`src/rtl/uart_pkg.sv`:
```
// ---------------------------------------------------------------------------
// uart_pkg
// Shared types and constants for the UART receive path.
//   uart_byte_t  : one received character
//   UART_NEWLINE : line terminator counted by the receive buffer
// ---------------------------------------------------------------------------
package uart_pkg;

   typedef logic [7:0] uart_byte_t;

   localparam uart_byte_t UART_NEWLINE = 8'h0A;

endpackage

```
`src/rtl/uart_rx_fifo_if.sv`:
```
// ---------------------------------------------------------------------------
// uart_rx_fifo_if
// Bundles the byte-in strobe, the consumer handshake and the status outputs
// of the receive buffer.
//   master : the environment (UART receiver + consumer)
//            drives in_data, in_valid, out_ready, clear_overflow
//   slave  : the buffer
//            drives out_data, out_valid, count, lines, full, overflow
// ---------------------------------------------------------------------------
interface uart_rx_fifo_if #(
   parameter int DEPTH = 16
);
   import uart_pkg::*;

   localparam int AW = $clog2(DEPTH);

   uart_byte_t  in_data;
   logic        in_valid;
   logic        out_ready;
   logic        clear_overflow;
   uart_byte_t  out_data;
   logic        out_valid;
   logic [AW:0] count;
   logic [AW:0] lines;
   logic        full;
   logic        overflow;

   modport master (
      output in_data, in_valid, out_ready, clear_overflow,
      input  out_data, out_valid, count, lines, full, overflow
   );

   modport slave (
      input  in_data, in_valid, out_ready, clear_overflow,
      output out_data, out_valid, count, lines, full, overflow
   );

endinterface

```
`src/rtl/uart_fifo_ram.sv`:
```
// ---------------------------------------------------------------------------
// uart_fifo_ram
// DEPTH x 8 byte storage for the receive buffer. Synchronous write,
// asynchronous read so the head byte is available in the same cycle.
// Contents are deliberately not reset.
// Ports:
//   clk    in  clock
//   we     in  write enable
//   waddr  in  write address
//   wdata  in  write data
//   raddr  in  read address
//   rdata  out read data (combinational)
// ---------------------------------------------------------------------------
module uart_fifo_ram
   import uart_pkg::*;
#(
   parameter int DEPTH = 16,
   parameter int AW    = $clog2(DEPTH)
) (
   input  logic          clk,
   input  logic          we,
   input  logic [AW-1:0] waddr,
   input  uart_byte_t    wdata,
   input  logic [AW-1:0] raddr,
   output uart_byte_t    rdata
);

   uart_byte_t mem [DEPTH];

   // Write port: one byte per cycle when the buffer accepts a push.
   always_ff @(posedge clk) begin
      if (we) begin
         mem[waddr] <= wdata;
      end
   end

   assign rdata = mem[raddr];

endmodule

```
`src/rtl/uart_rx_fifo.sv`:
```
// ---------------------------------------------------------------------------
// uart_rx_fifo
// First-word-fall-through byte buffer behind the UART receiver. Counts held
// bytes and held newline bytes, and raises a sticky overflow flag when a
// byte arrives while full with no pop in the same cycle (that byte is lost).
// Ports:
//   clk  in  clock shared by receiver and consumer
//   rst  in  asynchronous active-high reset
//   bus  slave modport of uart_rx_fifo_if
//        in_data/in_valid     : byte strobe from the receiver
//        out_ready            : consumer takes the head byte
//        out_data/out_valid   : head byte (8'h00 when empty) / non-empty
//        count/lines          : bytes held / newline bytes held
//        full/overflow        : count == DEPTH / sticky drop flag
//        clear_overflow       : clears overflow on the next edge
// ---------------------------------------------------------------------------
module uart_rx_fifo
   import uart_pkg::*;
#(
   parameter int DEPTH = 16
) (
   input  logic          clk,
   input  logic          rst,
   uart_rx_fifo_if.slave bus
);

   localparam int AW = $clog2(DEPTH);

   localparam logic [AW:0]   FULL_COUNT = (AW+1)'(DEPTH);
   localparam logic [AW:0]   ONE_COUNT  = (AW+1)'(1);
   localparam logic [AW-1:0] ONE_PTR    = AW'(1);

   logic [AW-1:0] wr_ptr;
   logic [AW-1:0] rd_ptr;
   logic [AW:0]   count_q;
   logic [AW:0]   lines_q;
   logic          overflow_q;

   logic          full;
   logic          out_valid;
   logic          push;
   logic          pop;
   logic          drop;
   logic          push_nl;
   logic          pop_nl;
   uart_byte_t    head;

   // A pop frees a slot in the same cycle, so a full buffer can still take a
   // byte when the consumer is draining it.
   assign full      = (count_q == FULL_COUNT);
   assign out_valid = (count_q != '0);
   assign pop       = out_valid && bus.out_ready;
   assign push      = bus.in_valid && (!full || pop);
   assign drop      = bus.in_valid && !push;
   assign push_nl   = push && (bus.in_data == UART_NEWLINE);
   assign pop_nl    = pop && (head == UART_NEWLINE);

   uart_fifo_ram #(
      .DEPTH (DEPTH),
      .AW    (AW)
   ) u_ram (
      .clk   (clk),
      .we    (push),
      .waddr (wr_ptr),
      .wdata (bus.in_data),
      .raddr (rd_ptr),
      .rdata (head)
   );

   // Pointer, occupancy and line bookkeeping. Pointers wrap naturally at
   // DEPTH; count and lines only move when exactly one side is active.
   always_ff @(posedge clk or posedge rst) begin
      if (rst) begin
         wr_ptr  <= '0;
         rd_ptr  <= '0;
         count_q <= '0;
         lines_q <= '0;
      end else begin
         if (push) begin
            wr_ptr <= wr_ptr + ONE_PTR;
         end
         if (pop) begin
            rd_ptr <= rd_ptr + ONE_PTR;
         end
         case ({push, pop})
            2'b10:   count_q <= count_q + ONE_COUNT;
            2'b01:   count_q <= count_q - ONE_COUNT;
            default: count_q <= count_q;
         endcase
         case ({push_nl, pop_nl})
            2'b10:   lines_q <= lines_q + ONE_COUNT;
            2'b01:   lines_q <= lines_q - ONE_COUNT;
            default: lines_q <= lines_q;
         endcase
      end
   end

   // Sticky overflow: a drop in the same cycle as a clear request wins, so
   // a lost byte is never silently forgotten.
   always_ff @(posedge clk or posedge rst) begin
      if (rst) begin
         overflow_q <= 1'b0;
      end else if (drop) begin
         overflow_q <= 1'b1;
      end else if (bus.clear_overflow) begin
         overflow_q <= 1'b0;
      end
   end

   assign bus.out_data  = out_valid ? head : 8'h00;
   assign bus.out_valid = out_valid;
   assign bus.count     = count_q;
   assign bus.lines     = lines_q;
   assign bus.full      = full;
   assign bus.overflow  = overflow_q;

endmodule

```
`src/flat_wrapper.sv`:
```
// flat-port wrapper written by rule: the top's interface ports become plain ports
module uart_rx_fifo_flat import uart_pkg::*;
#(
   parameter int DEPTH = 16
)
  (clk, rst, bus_in_data, bus_in_valid, bus_out_ready, bus_clear_overflow, bus_out_data, bus_out_valid, bus_count, bus_lines, bus_full, bus_overflow);
  uart_rx_fifo_if #(.DEPTH(DEPTH)) bus_i ();
  input  logic clk;
  input  logic rst;
  input wire logic [$bits(bus_i.in_data)-1:0] bus_in_data;
  input wire logic [$bits(bus_i.in_valid)-1:0] bus_in_valid;
  input wire logic [$bits(bus_i.out_ready)-1:0] bus_out_ready;
  input wire logic [$bits(bus_i.clear_overflow)-1:0] bus_clear_overflow;
  output wire logic [$bits(bus_i.out_data)-1:0] bus_out_data;
  output wire logic [$bits(bus_i.out_valid)-1:0] bus_out_valid;
  output wire logic [$bits(bus_i.count)-1:0] bus_count;
  output wire logic [$bits(bus_i.lines)-1:0] bus_lines;
  output wire logic [$bits(bus_i.full)-1:0] bus_full;
  output wire logic [$bits(bus_i.overflow)-1:0] bus_overflow;
  assign bus_i.in_data = bus_in_data;
  assign bus_i.in_valid = bus_in_valid;
  assign bus_i.out_ready = bus_out_ready;
  assign bus_i.clear_overflow = bus_clear_overflow;
  assign bus_out_data = bus_i.out_data;
  assign bus_out_valid = bus_i.out_valid;
  assign bus_count = bus_i.count;
  assign bus_lines = bus_i.lines;
  assign bus_full = bus_i.full;
  assign bus_overflow = bus_i.overflow;
  uart_rx_fifo #(.DEPTH(DEPTH)) u_core (.clk(clk), .rst(rst), .bus(bus_i));
endmodule
```
`config.mk`:
```
export PLATFORM = sky130hd
export DESIGN_NAME = uart_rx_fifo_flat
export DESIGN_NICKNAME = d
export VERILOG_FILES = /design/src/rtl/uart_pkg.sv /design/src/rtl/uart_rx_fifo_if.sv /design/src/rtl/uart_fifo_ram.sv /design/src/rtl/uart_rx_fifo.sv /design/src/flat_wrapper.sv
export SDC_FILE = /design/constraint.sdc
export NUM_CORES = 1
export LEC_CHECK = 0
export CORE_ASPECT_RATIO = 2
export CORE_MARGIN = 1.5
export CORE_UTILIZATION = 24
export DETAILED_ROUTE_END_ITERATION = 7
export GPL_TIMING_DRIVEN = 0
export SLEW_MARGIN = 0
export SYNTH_ARGS = -nofsm -noshare
export SYNTH_HDL_FRONTEND = slang
export SYNTH_SLANG_ARGS = --single-unit
```
`constraint.sdc`:
```
create_clock -name clk -period 3.39 [get_ports clk]
set_input_delay 0.5085 -clock clk [delete_from_list [all_inputs] [get_ports clk]]
set_output_delay 0.5085 -clock clk [all_outputs]
set_load 0.01 [all_outputs]
```
Word level (Yosys, flattened, before mapping)
Memory sizes are Yosys's and may differ from the RTL's.
Cells that the tools add are included.
Operators by class
  $add $sub $neg: 6
  multipliers: 0
  divide/modulo/power cells: 0
  order comparisons: 0
  equality and inequality tests: 7
  shift operators: 0
  muxes and demuxes: 7
  bitwise operators: 0
  reductions and logical operators: 12
Operators with widths (number)
  case mux 5 bit (2 select lines): 2
  equality test 8 x 4 -> 1 bit, second input constant: 2
  adder 5 x 1 -> 5 bit, second input constant: 2
  subtractor 5 x 1 -> 5 bit, second input constant: 2
  adder 4 x 1 -> 4 bit, second input constant: 2
  two-way mux 8 bit: 1
  nonzero test 2 bit: 3
  equality test 5 bit, second input constant: 1
  logical AND 1 bit: 5
  nonzero test 5 bit: 1
  equality test 2 x 1 -> 1 bit, second input constant: 2
  equality test 2 bit, second input constant: 2
  two-way mux 1 bit: 4
  logical NOT 1 bit: 2
  logical OR 1 bit: 1
Word-level totals
  flip-flop bits (word level): 19
  latch bits: 0
  bits in writable memories: 128
  bits in read-only memories: 0
  input port bits: 13
  word-level logic and storage cells: 38
  memories: 1
Memory list
  u_core.u_ram.mem: depth 16, bits a word 8, read ports 1, clocked after Yosys merged registers in 0, wr ports 1, line uart_fifo_ram.sv:28  | uart_byte_t mem [DEPTH];

Depth between registers and ports, before layout
  depth after elaboration: 7
  gate-level depth with buffers: 15
  mapped depth without buffers: 13

Hierarchy
A second synthesis with hierarchy kept.
Unflattened totals
  cell total of the unflattened synthesis: 344
  area total of the unflattened synthesis: 6251.0 µm²
Modules (own cells, without submodules)
  uart_fifo_ram: times used 1, cells an instance 221, area an instance 4987.3 µm²
  uart_rx_fifo: times used 1, cells an instance 123, area an instance 1263.7 µm²

Worst setup path after synthesis
Ideal clock, no wire load.
  kind: reg2reg
  start point: reg u_core.rd_ptr[1]
  end point: reg u_core.lines_q[4], in the netlist u_core.bus.lines[4]
  setup time: 0.079 ns
  arrival: 3.531 ns
  required time: 3.311 ns
  slack: -0.220 ns
  cell stages (with the launch flop): 16
  buffers on the path: 3
  period minus slack after synthesis: 3.610 ns
  path through: dfrtp_1 clkbuf_8 clkbuf_1 buf_1 mux4_2 a221oi_1 nand3_1 nor4b_2 ha_1 inv_1 fa_1 nor2b_1 o21ai_0 and3_1 nor3_1 xor2_1
Between the ends
  word-level cells in the longest chain between the ends: 5
  elaborated cells on any way between the ends: 7
  classes of those cells: eq/ne: 3; mux: 1; reduce/logical: 2; memory: 1
RTL lines
  from (decl): line uart_rx_fifo.sv:34  | logic [AW-1:0] rd_ptr;
  from (signal assigned): line uart_rx_fifo.sv:83  | rd_ptr <= rd_ptr + ONE_PTR;
  memory (16 x 8 bit) *
  equality test 8 x 4 -> 1 bit *: line uart_rx_fifo.sv:56  | assign pop_nl = pop && (head == UART_NEWLINE);
  logical AND 1 bit *: line uart_rx_fifo.sv:56
  equality test 2 x 1 -> 1 bit / equality test 2 bit (equally long branches): line uart_rx_fifo.sv:90  | case ({push_nl, pop_nl})
  case mux 5 bit (2 select lines) / nonzero test 2 bit (equally long branches)
  to (signal assigned): line uart_rx_fifo.sv:91  | 2'b10: lines_q <= lines_q + ONE_COUNT;
  to (signal assigned): line uart_rx_fifo.sv:92  | 2'b01: lines_q <= lines_q - ONE_COUNT;
  to (signal assigned): line uart_rx_fifo.sv:93  | default: lines_q <= lines_q;
  to (decl): line uart_rx_fifo.sv:36  | logic [AW:0] lines_q;
Every way passes the cells marked *; elsewhere a longest branch is shown, timed or not.
A chain may end at the register's enable or synchronous reset.

Worst setup path after layout
  start point: reg u_core.rd_ptr[0]
  end point: reg u_core.lines_q[4], in the netlist u_core.bus.lines[4]
The elaborated chain is that of the path after synthesis.

==> results by stage <==
Run status:
- The run finished, with violations left.
- The final reports fail on setup timing.

Floorplan:
- The I/O pin count is 34.
- The area of the core region is 0.0251 mm^2.
- From left edge to right edge, the die measures 116 um.
- The die covers 0.0267 mm^2.
- The initial standard-cell utilization of the core is between 20% and 30%.
- The die height is 230 um.
- In this run the core area contains 82 standard-cell rows.

Setup path:
- The largest fanout on the critical path is 5.
- The capturing point of the worst reg2reg path is u_core.bus.lines[4].
- The kind of critical path is flop to flop.
- The startpoint identified for the worst register-to-register timing path is u_core.rd_ptr[0].
- The required arrival time at the worst endpoint is 3.74 ns.
- The peak per-stage delay on the critical path is 0.57 ns.
- Walking the worst path, the cells encountered are buf_6 > buf_12 > mux4_2 > a22oi_2 > nand2_1 > or4_4 > nor4b_4 > ha_2 > inv_2 > fa_2 > nor2b_1 > o21ai_1 > and3_1 > nor3_2 > xor2_1.
- In this run the worst setup path begins at u_core.rd_ptr[0].
- The slowest cell on the critical path is or4_4.
- The cell depth of the worst flop-to-flop path is 15.
- STA classifies the critical path endpoint as a flop.
- For the worst setup path, the data arrival time is 4.24 ns.
- The worst setup path is launched from a flop.
- The setup slack of the most critical reg-to-reg path is -0.49 ns.

Power and ir drop:
- The worst-case IR drop observed on VDD is 0.409 mV.
- Combinational cells account for 37.2% of the total power.
- The power density of the placed cells is between 800 and 900 mW/mm^2.
- The share of total power dissipated in sequential elements is 36.3%.
- The total internal power is 4.44 mW.
- Net switching is 31.6% of the power.
- The total power is 6.50 mW.
- Summed over all nets, the switching power comes to 2.06 mW.
- The part of the power in the clock network is between 20% and 30%.
- The static leakage is 2.64 nW.

Global routing:
- The wire length of the first global-routing pass is around 21000 um.
- The largest net degree at the start of global routing is 20.
- Across every metal layer, demand over resource in global routing totals between 10% and 20%.
- Summed over all layers, the global routing overflow is 0.
- The initial antenna violation count is 0.
- The number of global-route vias before repair is 3542.

STA:
- Setup repair after global routing could not meet its margin everywhere.
- The clock period minus final worst setup slack is slightly below 4 ns.
- The worst slack on hold paths is 0.473 ns.
- Timing would allow up to around 260 MHz.
- The final cycle utilization of the critical path is 115%.
- For the pin with the worst max-slew slack, the measured transition is 1.12 ns.
- The final count of hold timing violations is 0.
- The max-slew violation count is 0.
- Setup violations remaining at the end of the flow were counted as 4.
- The normalized max-slew margin is 24.9%.
- Once routing completed, OpenROAD measured the worst setup slack at -0.493 ns.
- Between clock sinks in the finished design, the worst skew comes to ~0.0061 ns.

Final layout:
- The fraction of layout cells with a size suffix above 1 is 24.4%.
- The area used by multi-input combinational logic is 0.00176 mm^2.
- In the final design database the tool counted 428 nets.
- The final-layout fill cell count is 2408.
- The most frequent standard cell in the layout excluding fill and tap cells is edfxtp_1.
- The repair_antennas step left the layout with diodes totalling 0.
- From synthesis to final layout, the design area changed by 24.8%.
- The library cells used most frequently in the layout, excluding fill and tap cells, are edfxtp_1 (128), clkdlybuf4s50_1 (30), mux4_2 (25).
- The total area of sequential cells is between 0.004 and 0.005 mm^2.
- The post-layout instance area is 0.00769 mm^2.

Clocking:
- The maximum clock path buffer count is 2.
- The count of H-tree levels built during CTS is 4.
- Clock-pin slew was measured on the worst setup and hold paths at 0.06 ns.
- Clock tree synthesis selected as its root buffer the cell clkbuf_16.
- The number of hold buffers added after CTS was 0.
- TritonCTS built the clock tree.
- The TritonCTS buffer count is 17.
- Clock tree synthesis found a total of roughly 150 sinks.
- The clock reaches the later pin of the worst-skew pair after 0.43 ns.

Logic synthesis:
- The number of distinct library cell variants in the gate-level netlist after synthesis is 42.
- For this run, the number of Yosys warnings is 0.
- The post-synthesis instance total is 339.
- The cell area after synthesis is 0.00616 mm^2.
- The number of enable flip-flop cells after synthesis is 128.
- The share of flip-flops with an asynchronous set or reset is 12.9%.
- The most used flip-flop cell after synthesis is edfxtp_1.
- After synthesis, flip-flops and latches occupy between 70% and 80% of the total area.
- In this run, synthesis produced a sequential element count of 147.
- The net count after synthesis is 366.
- The synthesized area per cell is 18.2 um^2.

Job:
- Across the run, the number of max-cap violations was 0.

Place:
- At the end of routability-driven placement, the weighted congestion stood at just under 0.8.
- Port buffering added 33 buffers.
- Once placement finished, the instance area stood at just under 0.007 mm^2.
- Once detailed placement completed, the half-perimeter wirelength came to around 10000 um.

Detailed routing:
- After detailed routing, the number of remaining DRC violations is 0.
- The iteration count of the initial detailed-routing pass is 4.
- The final routed wirelength across all metal layers is 13800 um.
- The average routed wire per standard cell is ~18 um.
- The via total after detailed routing is 3194.
- The post-detailed-route count of antenna-violating nets is 0.
- For this block, the initial DRC count from the detailed router was 174.
- The per-cell via count in the routed design is ~4.3.

Worst hold path:
- The path with the worst hold slack has its endpoint at u_core.bus.lines[4].
- Counting instances, the worst hold path has a depth of 1.
- The worst min-delay path category is flop to flop.
- The source of the worst hold timing path is u_core.bus.lines[4].
==> synth_stat cells, types with 5 or more instances <==
| cell type | count | share of area, % |
|---|---|---|
| mux4_2 | 25 | 9.1 |
| clkbuf_1 | 5 | 0.30 |
| ha_1 | 12 | 2.4 |
| xnor2_1 | 10 | 1.4 |
| nand2_1 | 18 | 1.1 |
| dfrtp_1 | 19 | 7.7 |
| mux4_1 | 7 | 3.0 |
| nor2_1 | 21 | 1.3 |
| inv_1 | 16 | 0.97 |
| nor3_1 | 5 | 0.41 |
| edfxtp_1 | 128 | 62 |
| a21oi_1 | 7 | 0.57 |
| o21ai_0 | 5 | 0.41 |
| mux2i_1 | 5 | 0.81 |
==> metrics by stage <==
stage | setup WS [ns] | instances | utilization [%] | setup TNS (ns)
3_5_place_dp | -0.907 | 708 | 27.7 | -3.15
5_1_grt | -0.622 | 750 | 30.6 | -1.49
6_report | -0.493 | 750 | 30.6 | -1.06
3_3_place_gp | -0.804 | 708 | 27.6 | -11.53
2_1_floorplan | -0.0394 | 339 | - | -0.0394
4_1_cts | -0.584 | 747 | 30.4 | -1.39
==> sequential cells by signal, summed over array words and instances (netlist names) <==
| signal | cells |
|---|---|
| u_core.bus.count | 5 |
| u_core.bus.lines | 5 |
| u_core.bus.overflow | 1 |
| u_core.rd_ptr | 4 |
| u_core.u_ram.mem | 128 |
| u_core.wr_ptr | 4 |
==> logic make-up (layout without fill, tap and decap cells) <==
| group | after synthesis | count (layout) | share of synthesized area (%) |
|---|---|---|---|
| flip-flops | 147 | 147 | 70.1 |
| AND/OR/NAND/NOR | 62 | 62 | 4.83 |
| multiplexers | 40 | 40 | 13.5 |
| AO/OA/AOI/OAI | 31 | 31 | 3.70 |
| buffers and inverters | 31 | 106 | 2.80 |
| adder cells (fa/ha/maj) | 14 | 14 | 3.09 |
| XOR/XNOR | 14 | 14 | 1.99 |
==> power groups by stage <==
stage | Clock [mW] | Sequential [mW] | Combinational (mW)
after floorplan | 0 | 2.37 | 1.42
after global placement | 0 | 2.38 | 2.18
after detailed placement | 0 | 2.40 | 2.22
after CTS | 1.75 | 2.36 | 2.45
after global routing | 1.82 | 2.38 | 2.61
final | 1.72 | 2.36 | 2.42
==> routing by layer <==
layer / wire length, um / GRT usage, %
met4: 487 / 5.98
met2: 8390 / 22.3
met5: 0 / 0
met3: 453 / 2.73
met1: 4430 / 9.95
==> area by class of cell <==
cell class | instances | share of cell area [%]
plain buffers | 15 | 1.99
clock buffers | 17 | 5.53
clock inverters | 15 | 1.53
inverters | 16 | 0.781
multi-input cells | 161 | 22.9
flip-flops and latches | 147 | 56.2
well taps | 336 | 5.47
repair buffers | 43 | 5.58
==> worst max-delay path, delay by kind of cell, from the launching register on <==
family                   cells  cell delay, ns
XOR/XNOR                     1            0.15
buffers and inverters        3            0.37
AND/OR/NAND/NOR              6            1.42
multiplexers                 1            0.52
adder cells (fa/ha/maj)      2            0.64
AO/OA/AOI/OAI                2            0.34
flip-flops                   1            0.37
==> worst max path at each step <==
stage / endpoint / slack, ns / depth (start not counted)
finish: u_core.bus.lines[4] / -0.49 / 15
CTS: u_core.bus.lines[4] / -0.58 / 15
detailed placement: u_core.bus.lines[4] / -0.91 / 15
global placement: u_core.bus.lines[4] / -0.80 / 15
floorplan: u_core.bus.lines[4] / -0.04 / 15
global route: u_core.bus.lines[4] / -0.62 / 15
==> repair_timing <==
action / 4_1_cts / 5_1_grt
buffers inserted: 6 / 3
pin swaps: 6 / 6
endpoints found under the setup margin: 8 / 7
resized for setup: 21 / 5
cloned: 1 / 0
No activity file was read; power rests on OpenSTA's default activity.
